<file path="src/rtl/seven_seg_pkg.sv">
// seven_seg_pkg: shared definitions for the 7-segment display interface.
// Segment bus bit order is {g,f,e,d,c,b,a}, active-low (0 = segment lit).
// The same pattern constants are used by the display driver and the
// capture side, so the encoding and the decoding always agree.
package seven_seg_pkg;

  // Bit positions inside the 7-bit segment bus.
  localparam int SEG_BIT_A = 0;
  localparam int SEG_BIT_B = 1;
  localparam int SEG_BIT_C = 2;
  localparam int SEG_BIT_D = 3;
  localparam int SEG_BIT_E = 4;
  localparam int SEG_BIT_F = 5;
  localparam int SEG_BIT_G = 6;

  // Active-low patterns for hex digits 0..F.
  localparam logic [6:0] SEG_0 = 7'h40;
  localparam logic [6:0] SEG_1 = 7'h79;
  localparam logic [6:0] SEG_2 = 7'h24;
  localparam logic [6:0] SEG_3 = 7'h30;
  localparam logic [6:0] SEG_4 = 7'h19;
  localparam logic [6:0] SEG_5 = 7'h12;
  localparam logic [6:0] SEG_6 = 7'h02;
  localparam logic [6:0] SEG_7 = 7'h78;
  localparam logic [6:0] SEG_8 = 7'h00;
  localparam logic [6:0] SEG_9 = 7'h10;
  localparam logic [6:0] SEG_A = 7'h08;
  localparam logic [6:0] SEG_B = 7'h03;
  localparam logic [6:0] SEG_C = 7'h46;
  localparam logic [6:0] SEG_D = 7'h21;
  localparam logic [6:0] SEG_E = 7'h06;
  localparam logic [6:0] SEG_F = 7'h0E;

  // All segments dark.
  localparam logic [6:0] SEG_BLANK = 7'h7F;

  // Capture-side control state; visible on hex_valid / invalid_pat.
  typedef enum logic [1:0] {
    ST_NOVAL  = 2'd0,
    ST_LOCKED = 2'd1,
    ST_BAD    = 2'd2
  } ctl_state_e;

endpackage

</file>
<file path="src/rtl/seg_pattern_decode.sv">
// seg_pattern_decode: combinational lookup from an active-low segment
// pattern to its hex value.
//   pattern_i : 7-bit segment pattern {g,f,e,d,c,b,a}
//   valid_o   : 1 when the pattern is one of the 16 legal digits
//   hex_o     : decoded digit (0 when the pattern is not legal)
module seg_pattern_decode
  import seven_seg_pkg::*;
(
  input  logic [6:0] pattern_i,
  output logic       valid_o,
  output logic [3:0] hex_o
);

  // Pattern lookup; blank and every unlisted pattern decode as invalid.
  always_comb begin
    valid_o = 1'b1;
    hex_o   = 4'h0;
    case (pattern_i)
      SEG_0:   hex_o = 4'h0;
      SEG_1:   hex_o = 4'h1;
      SEG_2:   hex_o = 4'h2;
      SEG_3:   hex_o = 4'h3;
      SEG_4:   hex_o = 4'h4;
      SEG_5:   hex_o = 4'h5;
      SEG_6:   hex_o = 4'h6;
      SEG_7:   hex_o = 4'h7;
      SEG_8:   hex_o = 4'h8;
      SEG_9:   hex_o = 4'h9;
      SEG_A:   hex_o = 4'hA;
      SEG_B:   hex_o = 4'hB;
      SEG_C:   hex_o = 4'hC;
      SEG_D:   hex_o = 4'hD;
      SEG_E:   hex_o = 4'hE;
      SEG_F:   hex_o = 4'hF;
      default: valid_o = 1'b0;
    endcase
  end

endmodule

</file>
<file path="src/rtl/seven_seg_capture.sv">
// seven_seg_capture: samples an asynchronous active-low segment bus,
// debounces it, decodes stable patterns to hex and classifies each change.
//   in_clk      : sampling clock
//   reset       : asynchronous, active-low
//   seg_in      : raw segment bus {g,f,e,d,c,b,a}, asynchronous to in_clk
//   clr_err     : synchronous clear of err_count (beats an increment)
//   hex_out     : last accepted legal digit
//   hex_valid   : last accepted pattern was legal
//   invalid_pat : last accepted pattern was illegal or blank
//   new_strobe  : 1-cycle pulse on a new hex_out value or hex_valid rising
//   dir_up      : 1-cycle pulse, new = old+1 mod 16
//   dir_down    : 1-cycle pulse, new = old-1 mod 16
//   jump        : 1-cycle pulse, any other change between legal values
//   err_count   : saturating count of jumps plus illegal acceptances
module seven_seg_capture
  import seven_seg_pkg::*;
#(
  parameter int STABLE_CYCLES = 4,
  parameter int ERR_W         = 8
) (
  input  logic             in_clk,
  input  logic             reset,
  input  logic [6:0]       seg_in,
  input  logic             clr_err,
  output logic [3:0]       hex_out,
  output logic             hex_valid,
  output logic             invalid_pat,
  output logic             new_strobe,
  output logic             dir_up,
  output logic             dir_down,
  output logic             jump,
  output logic [ERR_W-1:0] err_count
);

  localparam logic [7:0] STABLE_C  = 8'(STABLE_CYCLES);
  localparam logic [7:0] STABLE_M1 = 8'(STABLE_CYCLES - 1);

  logic [6:0]       s1_q, s2_q;
  logic [7:0]       stab_cnt_q, stab_cnt_d;
  ctl_state_e       state_q, state_d;
  logic [3:0]       hex_q, hex_d;
  logic             strobe_q, strobe_d;
  logic             up_q, up_d;
  logic             down_q, down_d;
  logic             jump_q, jump_d;
  logic [ERR_W-1:0] err_q, err_d;

  logic             same_s;
  logic             accept_s;
  logic             dec_valid_s;
  logic [3:0]       dec_hex_s;
  logic [3:0]       hex_inc_s;
  logic [3:0]       hex_dec_s;
  logic             err_inc_s;

  seg_pattern_decode u_decode (
    .pattern_i (s2_q),
    .valid_o   (dec_valid_s),
    .hex_o     (dec_hex_s)
  );

  // A pattern is accepted once it has matched for STABLE_CYCLES-1 prior
  // edges; the counter then parks at STABLE_CYCLES so it is not re-accepted.
  assign same_s    = (s1_q == s2_q);
  assign accept_s  = same_s && (stab_cnt_q == STABLE_M1);
  assign hex_inc_s = hex_q + 4'd1;
  assign hex_dec_s = hex_q - 4'd1;

  // Synchronizer, stability counter and control state register.
  always_ff @(posedge in_clk or negedge reset) begin
    if (!reset) begin
      s1_q       <= SEG_BLANK;
      s2_q       <= SEG_BLANK;
      stab_cnt_q <= 8'd0;
      state_q    <= ST_NOVAL;
    end else begin
      s1_q       <= seg_in;
      s2_q       <= s1_q;
      stab_cnt_q <= stab_cnt_d;
      state_q    <= state_d;
    end
  end

  // Datapath registers: digit, pulses and error counter.
  always_ff @(posedge in_clk or negedge reset) begin
    if (!reset) begin
      hex_q    <= 4'h0;
      strobe_q <= 1'b0;
      up_q     <= 1'b0;
      down_q   <= 1'b0;
      jump_q   <= 1'b0;
      err_q    <= '0;
    end else begin
      hex_q    <= hex_d;
      strobe_q <= strobe_d;
      up_q     <= up_d;
      down_q   <= down_d;
      jump_q   <= jump_d;
      err_q    <= err_d;
    end
  end

  // Stability counter next value.
  always_comb begin
    stab_cnt_d = stab_cnt_q;
    if (!same_s) begin
      stab_cnt_d = 8'd0;
    end else if (stab_cnt_q < STABLE_C) begin
      stab_cnt_d = stab_cnt_q + 8'd1;
    end else begin
      stab_cnt_d = stab_cnt_q;
    end
  end

  // Control state transitions on each acceptance.
  always_comb begin
    state_d = state_q;
    case (state_q)
      ST_NOVAL, ST_LOCKED, ST_BAD: begin
        if (accept_s) begin
          state_d = dec_valid_s ? ST_LOCKED : ST_BAD;
        end else begin
          state_d = state_q;
        end
      end
      default: state_d = ST_NOVAL;
    endcase
  end

  // Classifier: a valid acceptance outside LOCKED is a first value and
  // never produces a direction pulse.
  always_comb begin
    hex_d     = hex_q;
    strobe_d  = 1'b0;
    up_d      = 1'b0;
    down_d    = 1'b0;
    jump_d    = 1'b0;
    err_inc_s = 1'b0;
    if (accept_s) begin
      if (!dec_valid_s) begin
        err_inc_s = 1'b1;
      end else if (state_q != ST_LOCKED) begin
        hex_d    = dec_hex_s;
        strobe_d = 1'b1;
      end else if (dec_hex_s != hex_q) begin
        hex_d    = dec_hex_s;
        strobe_d = 1'b1;
        if (dec_hex_s == hex_inc_s) begin
          up_d = 1'b1;
        end else if (dec_hex_s == hex_dec_s) begin
          down_d = 1'b1;
        end else begin
          jump_d    = 1'b1;
          err_inc_s = 1'b1;
        end
      end else begin
        hex_d = hex_q;
      end
    end
  end

  // Error counter: clear wins, otherwise saturating increment.
  always_comb begin
    err_d = err_q;
    if (clr_err) begin
      err_d = '0;
    end else if (err_inc_s && (err_q != {ERR_W{1'b1}})) begin
      err_d = err_q + {{(ERR_W-1){1'b0}}, 1'b1};
    end else begin
      err_d = err_q;
    end
  end

  // Outputs: state flags decoded from the state register.
  always_comb begin
    hex_valid   = 1'b0;
    invalid_pat = 1'b0;
    case (state_q)
      ST_NOVAL:  begin hex_valid = 1'b0; invalid_pat = 1'b0; end
      ST_LOCKED: begin hex_valid = 1'b1; invalid_pat = 1'b0; end
      ST_BAD:    begin hex_valid = 1'b0; invalid_pat = 1'b1; end
      default:   begin hex_valid = 1'b0; invalid_pat = 1'b0; end
    endcase
  end

  assign hex_out    = hex_q;
  assign new_strobe = strobe_q;
  assign dir_up     = up_q;
  assign dir_down   = down_q;
  assign jump       = jump_q;
  assign err_count  = err_q;

endmodule

</file>
<file path="config.mk">
export PLATFORM = sky130hd
export DESIGN_NAME = seven_seg_capture
export DESIGN_NICKNAME = d
export VERILOG_FILES = /design/src/rtl/seven_seg_pkg.sv /design/src/rtl/seg_pattern_decode.sv /design/src/rtl/seven_seg_capture.sv
export SDC_FILE = /design/constraint.sdc
export NUM_CORES = 1
export LEC_CHECK = 0
export CORE_MARGIN = 2
export CORE_UTILIZATION = 59
export DETAILED_ROUTE_END_ITERATION = 8
export PLACE_DENSITY = 0.94
export SLEW_MARGIN = 0
export SYNTH_ARGS = -nofsm -noshare
export SYNTH_HDL_FRONTEND = slang
export SYNTH_SLANG_ARGS = --single-unit
export TNS_END_PERCENT = 50
</file>
<file path="constraint.sdc">
create_clock -name in_clk -period 4.5 [get_ports in_clk]
set_input_delay 0.9 -clock in_clk [delete_from_list [all_inputs] [get_ports in_clk]]
set_output_delay 0.9 -clock in_clk [all_outputs]
set_load 0.01 [all_outputs]
</file>
Yosys cells after proc, flatten, opt, wreduce, memory -nomap -nowiden
Cells that the tools add are included.
{ "totals": {"regBits": 40, "latchBits": 0, "ramBits": 0, "rom_bits": 0, "in_bits": 10, "n_memories": 0} }
{ "classes": {"addsub": 4, "n_mul": 0, "div_mod_pow": 0, "n_lt_le_gt_ge": 1, "eq_ne": 26, "n_shift": 0, "mux": 36, "bitwise": 0, "n_reduce_logical": 9} }
{ "ops": {"columns": ["operator", "n"], "rows": [
  ["one-hot mux 4 bit (15 select lines)", 1],
  ["2-to-1 mux 8 bit", 4],
  ["== test 7 bit, second input constant", 4],
  ["2-to-1 mux 1 bit", 26],
  ["== test 7 x 5 -> 1 bit, second input constant", 3],
  ["== test 7 x 6 -> 1 bit, second input constant", 3],
  ["adder 8 x 1 -> 8 bit, second input constant", 2],
  ["OR reduction 16 bit", 1],
  ["== test 7 x 2 -> 1 bit, second input constant", 2],
  ["== test 7 x 4 -> 1 bit, second input constant", 2],
  ["== test 4 bit", 2],
  ["== test 8 x 2 -> 1 bit, second input constant", 1],
  ["less-than comparator 8 x 3 -> 1 bit, second input constant", 1],
  ["2-to-1 mux 4 bit", 2],
  ["!= test 8 bit, second input constant", 1],
  ["== test 7 x 3 -> 1 bit, second input constant", 1],
  ["== test 7 bit", 1],
  ["logical NOT 7 bit", 1],
  ["2-to-1 mux 2 bit", 3],
  ["adder 4 x 1 -> 4 bit, second input constant", 1],
  ["!= test 2 x 1 -> 1 bit, second input constant", 2],
  ["!= test 4 bit", 1],
  ["nonzero test 2 bit", 2],
  ["subtractor 4 x 1 -> 4 bit, second input constant", 1],
  ["7 further kinds", 8]
]} }

Longest topological paths before layout
{ "logic_depth": {"word_depth": 12, "depth_mapped": 11} }

Modules after synthesis
A second synthesis with hierarchy kept.
{ "hier_totals": {"cells_unflattened": 203, "hier_area_um2": 2204.6} }
{ "modules_own_cells": {"columns": ["module", "instances", "cells_per_inst", "area_each_um2", "seq_area_each_um2"], "rows": [
  ["seven_seg_capture", 1, 147, 1840.5, 1018.5],
  ["seg_pattern_decode", 1, 56, 364.1, 0.0]
]} }

Worst setup path before layout
No wires, ideal clock.
{ "synth_path": {"path_type": "reg-to-reg", "start": "register s2_q[1]", "end": "register err_q[2] (netlist: err_count[2])", "arrival_ns": 2.858, "required_ns": 4.422, "setup_slack_ns": 1.565, "stages_incl_launch_ff": 12, "synth_period_minus_slack_ns": 2.935, "path_cell_list": "dfstp_2 > clkbuf_1 > nor4b_1 > o31ai_1 > nand3_1 > xor2_1 > xnor2_1 > a41o_1 > o31a_1 > buf_6 > or3_1 > a21oi_1"} }
{ "synth_between": {"elab_chain_len": 11} }
{ "synth_lines": {"columns": ["item", "line_no", "text"], "rows": [
  ["start, declared", "seven_seg_capture.sv:38", "logic [6:0] s1_q, s2_q;"],
  ["start signal, assigned", "seven_seg_capture.sv:78", "s2_q <= s1_q;"],
  ["== test 7 x 4 -> 1 bit (tied with other cells)", "seg_pattern_decode.sv:18", "case (pattern_i)"],
  ["one-hot mux 4 bit (15 select lines)", "seg_pattern_decode.sv:18", null],
  ["== test 4 bit", "seven_seg_capture.sv:150", "end else if (dec_hex_s == hex_dec_s) begin"],
  ["2-to-1 mux 1 bit", "seven_seg_capture.sv:150", null],
  ["2-to-1 mux 1 bit", "seven_seg_capture.sv:148", "if (dec_hex_s == hex_inc_s) begin"],
  ["2-to-1 mux 1 bit", "seven_seg_capture.sv:145", "end else if (dec_hex_s != hex_q) begin"],
  ["2-to-1 mux 1 bit", "seven_seg_capture.sv:142", "end else if (state_q != ST_LOCKED) begin"],
  ["2-to-1 mux 1 bit", "seven_seg_capture.sv:140", "if (!dec_valid_s) begin"],
  ["2-to-1 mux 1 bit *", "seven_seg_capture.sv:139", "if (accept_s) begin"],
  ["logical AND 1 bit *", "seven_seg_capture.sv:167", "end else if (err_inc_s && (err_q != {ERR_W{1'b1}})) begin"],
  ["nonzero test 2 bit (no line) *", null, null],
  ["end signal, assigned", "seven_seg_capture.sv:99", "err_q <= err_d;"],
  ["end, declared", "seven_seg_capture.sv:46", "logic [ERR_W-1:0] err_q, err_d;"]
]} }
Every way passes the cells marked *; elsewhere a longest branch is shown, timed or not.
A chain may end at the register's enable or synchronous reset.

Worst setup path in the final report
{ "layout_path": {"start": "register s2_q[6]", "end": "register err_q[1] (netlist: err_count[1])"} }
The elaborated chain is that of the path after synthesis.

==> results.toml <==
[place]
portBuffers = 27
place_ws_ns = 1.16
place.gp.congestion = 0.870
dp_hpwl_um = 2920

[global_routing]
grt_max_degree = 41
grt_pass1_vias = 1652
overflow = 0
grt_pass1_wl_um = 7180
gr-usage-all-layers = 0.232
antenna_found_initial = 0

[logic_synthesis]
synth_edf_count = 0
ys_seq_elements = 40
async_reset_ff_frac = 1.00
synth_nets = 216
syn_area_sq_um = 2100
yosysWarnings = 0
ys_types = 49
yosys_most_used_dff = "dfrtp_1"
synth.top_cell.area_share = 0.310
synth.avg_cell_area_sq_um = 10.4
syn-instance-count = 202
seq_area_frac_synth = 0.485
ys_top_cells_by_area = "dfrtp_1 (31%), dfstp_2 (18%), xnor2_1 (4.6%)"
yosys.area.top_type = "dfrtp_1"

[sta]
layout_min_cycle_time_ns = 3.41
finalClockSkew_ns = 0.00241
setup_tns_ns = 0
hold_viol = 0
rsz0062_at_grt = "no"
worst_slew_margin_rel = 0.426
finalMaxSlewViolations = 0
tightest_slew_ns = 0.861
finalCritPeriodShare = 0.758
finalSetupViolations = 0
max_freq_mhz = 293
fin_ws_ns = 1.09

[drt]
wl_per_cell_um = 15.4
drt_iter0_drc = 154
routed_via_density = 5.99
dr.pass1.iters = 4
drc = 0
wirelength_um = 4210
postRouteAntennaNets = 0
via_count = 1634

[critical_path]
slowest_delay_ns = 0.66
crit_buf_inv = 0
cp_num_cells = 9
crit_required_ns = 4.74
crit_path_end_kind = "flip-flop"
crit_type = "reg2reg"
cp_slowest_cell = "dfstp_2"
rr_worst_depth = 9
arrival_ns = 3.65
path_delay_family = "compound AO/OA/AOI/OAI gates"
startpoint_type = "flip-flop"
crit_fanout = 14
cp_cell_sequence = "or4b_4 -> a2bb2oi_2 -> a21boi_0 -> a211oi_4 -> xor2_1 -> nor4b_1 -> o31a_1 -> mux2i_1 -> nor2_1"

[clocking]
numCtsBuffers = 5
cts_root_buf = "clkbuf_4"
ctsResizeCount = 0
cts_htree_levels = 2
cts_setup_buffers = 0
clkTransAtPathRegs_ns = 0.11
numClockSinks = 40
cts_buffer_depth = 2
postCtsHoldBufs = 0
insertion_delay_ns = 0.35
cts_tree = "yes"

[layout]
layout.nets = 240
diodes = 0
drive_gt1_frac = 0.119
syn2layout_area_growth_pct = 15.6
mostFrequentLayoutCells = "dfrtp_1 (26), clkdlybuf4s50_1 (26), nor2_1 (14), dfstp_2 (14)"

[power]
powerDensity_nw_per_um2 = 250
peakVddDrop_mv = 0.241
p_leak_nw = 1.02

[die]
io_pins = 28
die_w_um = 63.6
start_util = 0.624
core-area_sq_um = 3360
row_count = 21
die_y_um = 63.6
die_area_sq_um = 4050

[min_path]
hold_class = "reg2reg"
hold_depth = 0

[run]
max-cap-violations = 0

[outcome]
outcome = "complete, no violations"
==> logic make-up (layout without fill, tap and decap cells) <==
| group | Yosys count | after routing | synth area share |
|---|---|---|---|
| xor+xnor | 17 | 17 | 0.0710 |
| flops | 40 | 40 | 0.485 |
| buf+inv | 17 | 42 | 0.0346 |
| simple gates | 82 | 82 | 0.239 |
| mux | 3 | 3 | 0.0149 |
| compound gates | 39 | 39 | 0.131 |
| fa+ha+maj | 4 | 4 | 0.0239 |
==> worst reg2reg max path, stage by stage, from the launching register on <==
cell and delay [ns]:
dfstp_2 0.66, or4b_4 0.50, a2bb2oi_2 0.17, a21boi_0 0.40
a211oi_4 0.09, xor2_1 0.16, nor4b_1 0.55, o31a_1 0.49
mux2i_1 0.23, nor2_1 0.05
==> per-stage QoR <==
| stage | power [mW] | util | hold slack (ns) | cell area, sq um | std cells |
|---|---|---|---|---|---|
| after detailed placement | 0.438 | 0.706 | 0.365 | 2370 | 265 |
| after global routing | 0.635 | 0.721 | 0.386 | 2420 | 273 |
| final | 0.607 | 0.721 | 0.380 | 2420 | 273 |
| after CTS | 0.613 | 0.721 | 0.382 | 2420 | 273 |
| after global placement | 0.435 | 0.706 | 0.363 | 2370 | 265 |
| after floorplan | 0.417 | - | 0.360 | 2100 | 202 |
==> synth_stat cells, types with 2 or more instances <==
master and number:
and2_1 8, o21ai_0 10, xor2_1 6, nor3b_1 5, o2111ai_1 3, and3b_1 3
dfstp_2 14, nor3_1 3, nand2b_1 3, or3_1 7, nor4_1 3, o21a_1 3
nor4b_1 3, buf_1 2, xnor2_1 11, nor2_1 14, nor2b_1 3, nor4bb_1 2
and3_1 3, dfrtp_1 26, nand2_1 5, clkbuf_1 6, a21oi_1 10, ha_1 4
nand4_1 4, nand3_1 11, mux2i_1 2, inv_1 7
==> path summary, 6_finish.rpt <==
path                         start             to  slack, ns
setup / recovery           s2_q[6]   err_count[1]       1.09
hold / removal             s1_q[6]        s2_q[6]       0.38
setup reg to reg           s2_q[6]   err_count[1]       1.09
hold reg to reg            s1_q[6]        s2_q[6]       0.38
max in group asynchronous    reset         dir_up       3.32
min in group asynchronous    reset  stab_cnt_q[5]       0.65
==> area by class of cell <==
| cell class | instances | area, sq um |
|---|---|---|
| clock buffer | 7 | 45.0 |
| clock inverter | 1 | 5.00 |
| fill | 264 | 938 |
| inverter | 7 | 26.3 |
| multi-input combinational | 145 | 1010 |
| sequential | 40 | 1020 |
| tap | 46 | 57.6 |
| timing repair buffer | 27 | 265 |
==> power breakdown <==
part	switching (mW)	total, mW	internal, mW
clock	0.114	0.175	0.0609
combinational	0.0224	0.0451	0.0227
sequential	0.0149	0.386	0.372
==> sequential cells by signal (all words and copies together) (netlist names) <==
signal / cells
dir_down: 1
dir_up: 1
err_count: 8
hex_out: 4
jump: 1
new_strobe: 1
s1_q: 7
s2_q: 7
stab_cnt_q: 8
state_q: 2
==> layer usage <==
layer / global-route usage / routed length (um) / vias up
met1: 0.269 / 1790 / 811
met5: 0 / 0 / -
met2: 0.387 / 2150 / 41
met4: 0.141 / 95 / 0
li1: - / - / 772
met3: 0.0571 / 165 / 10
Note: power is estimated with default switching activity, not from simulation.
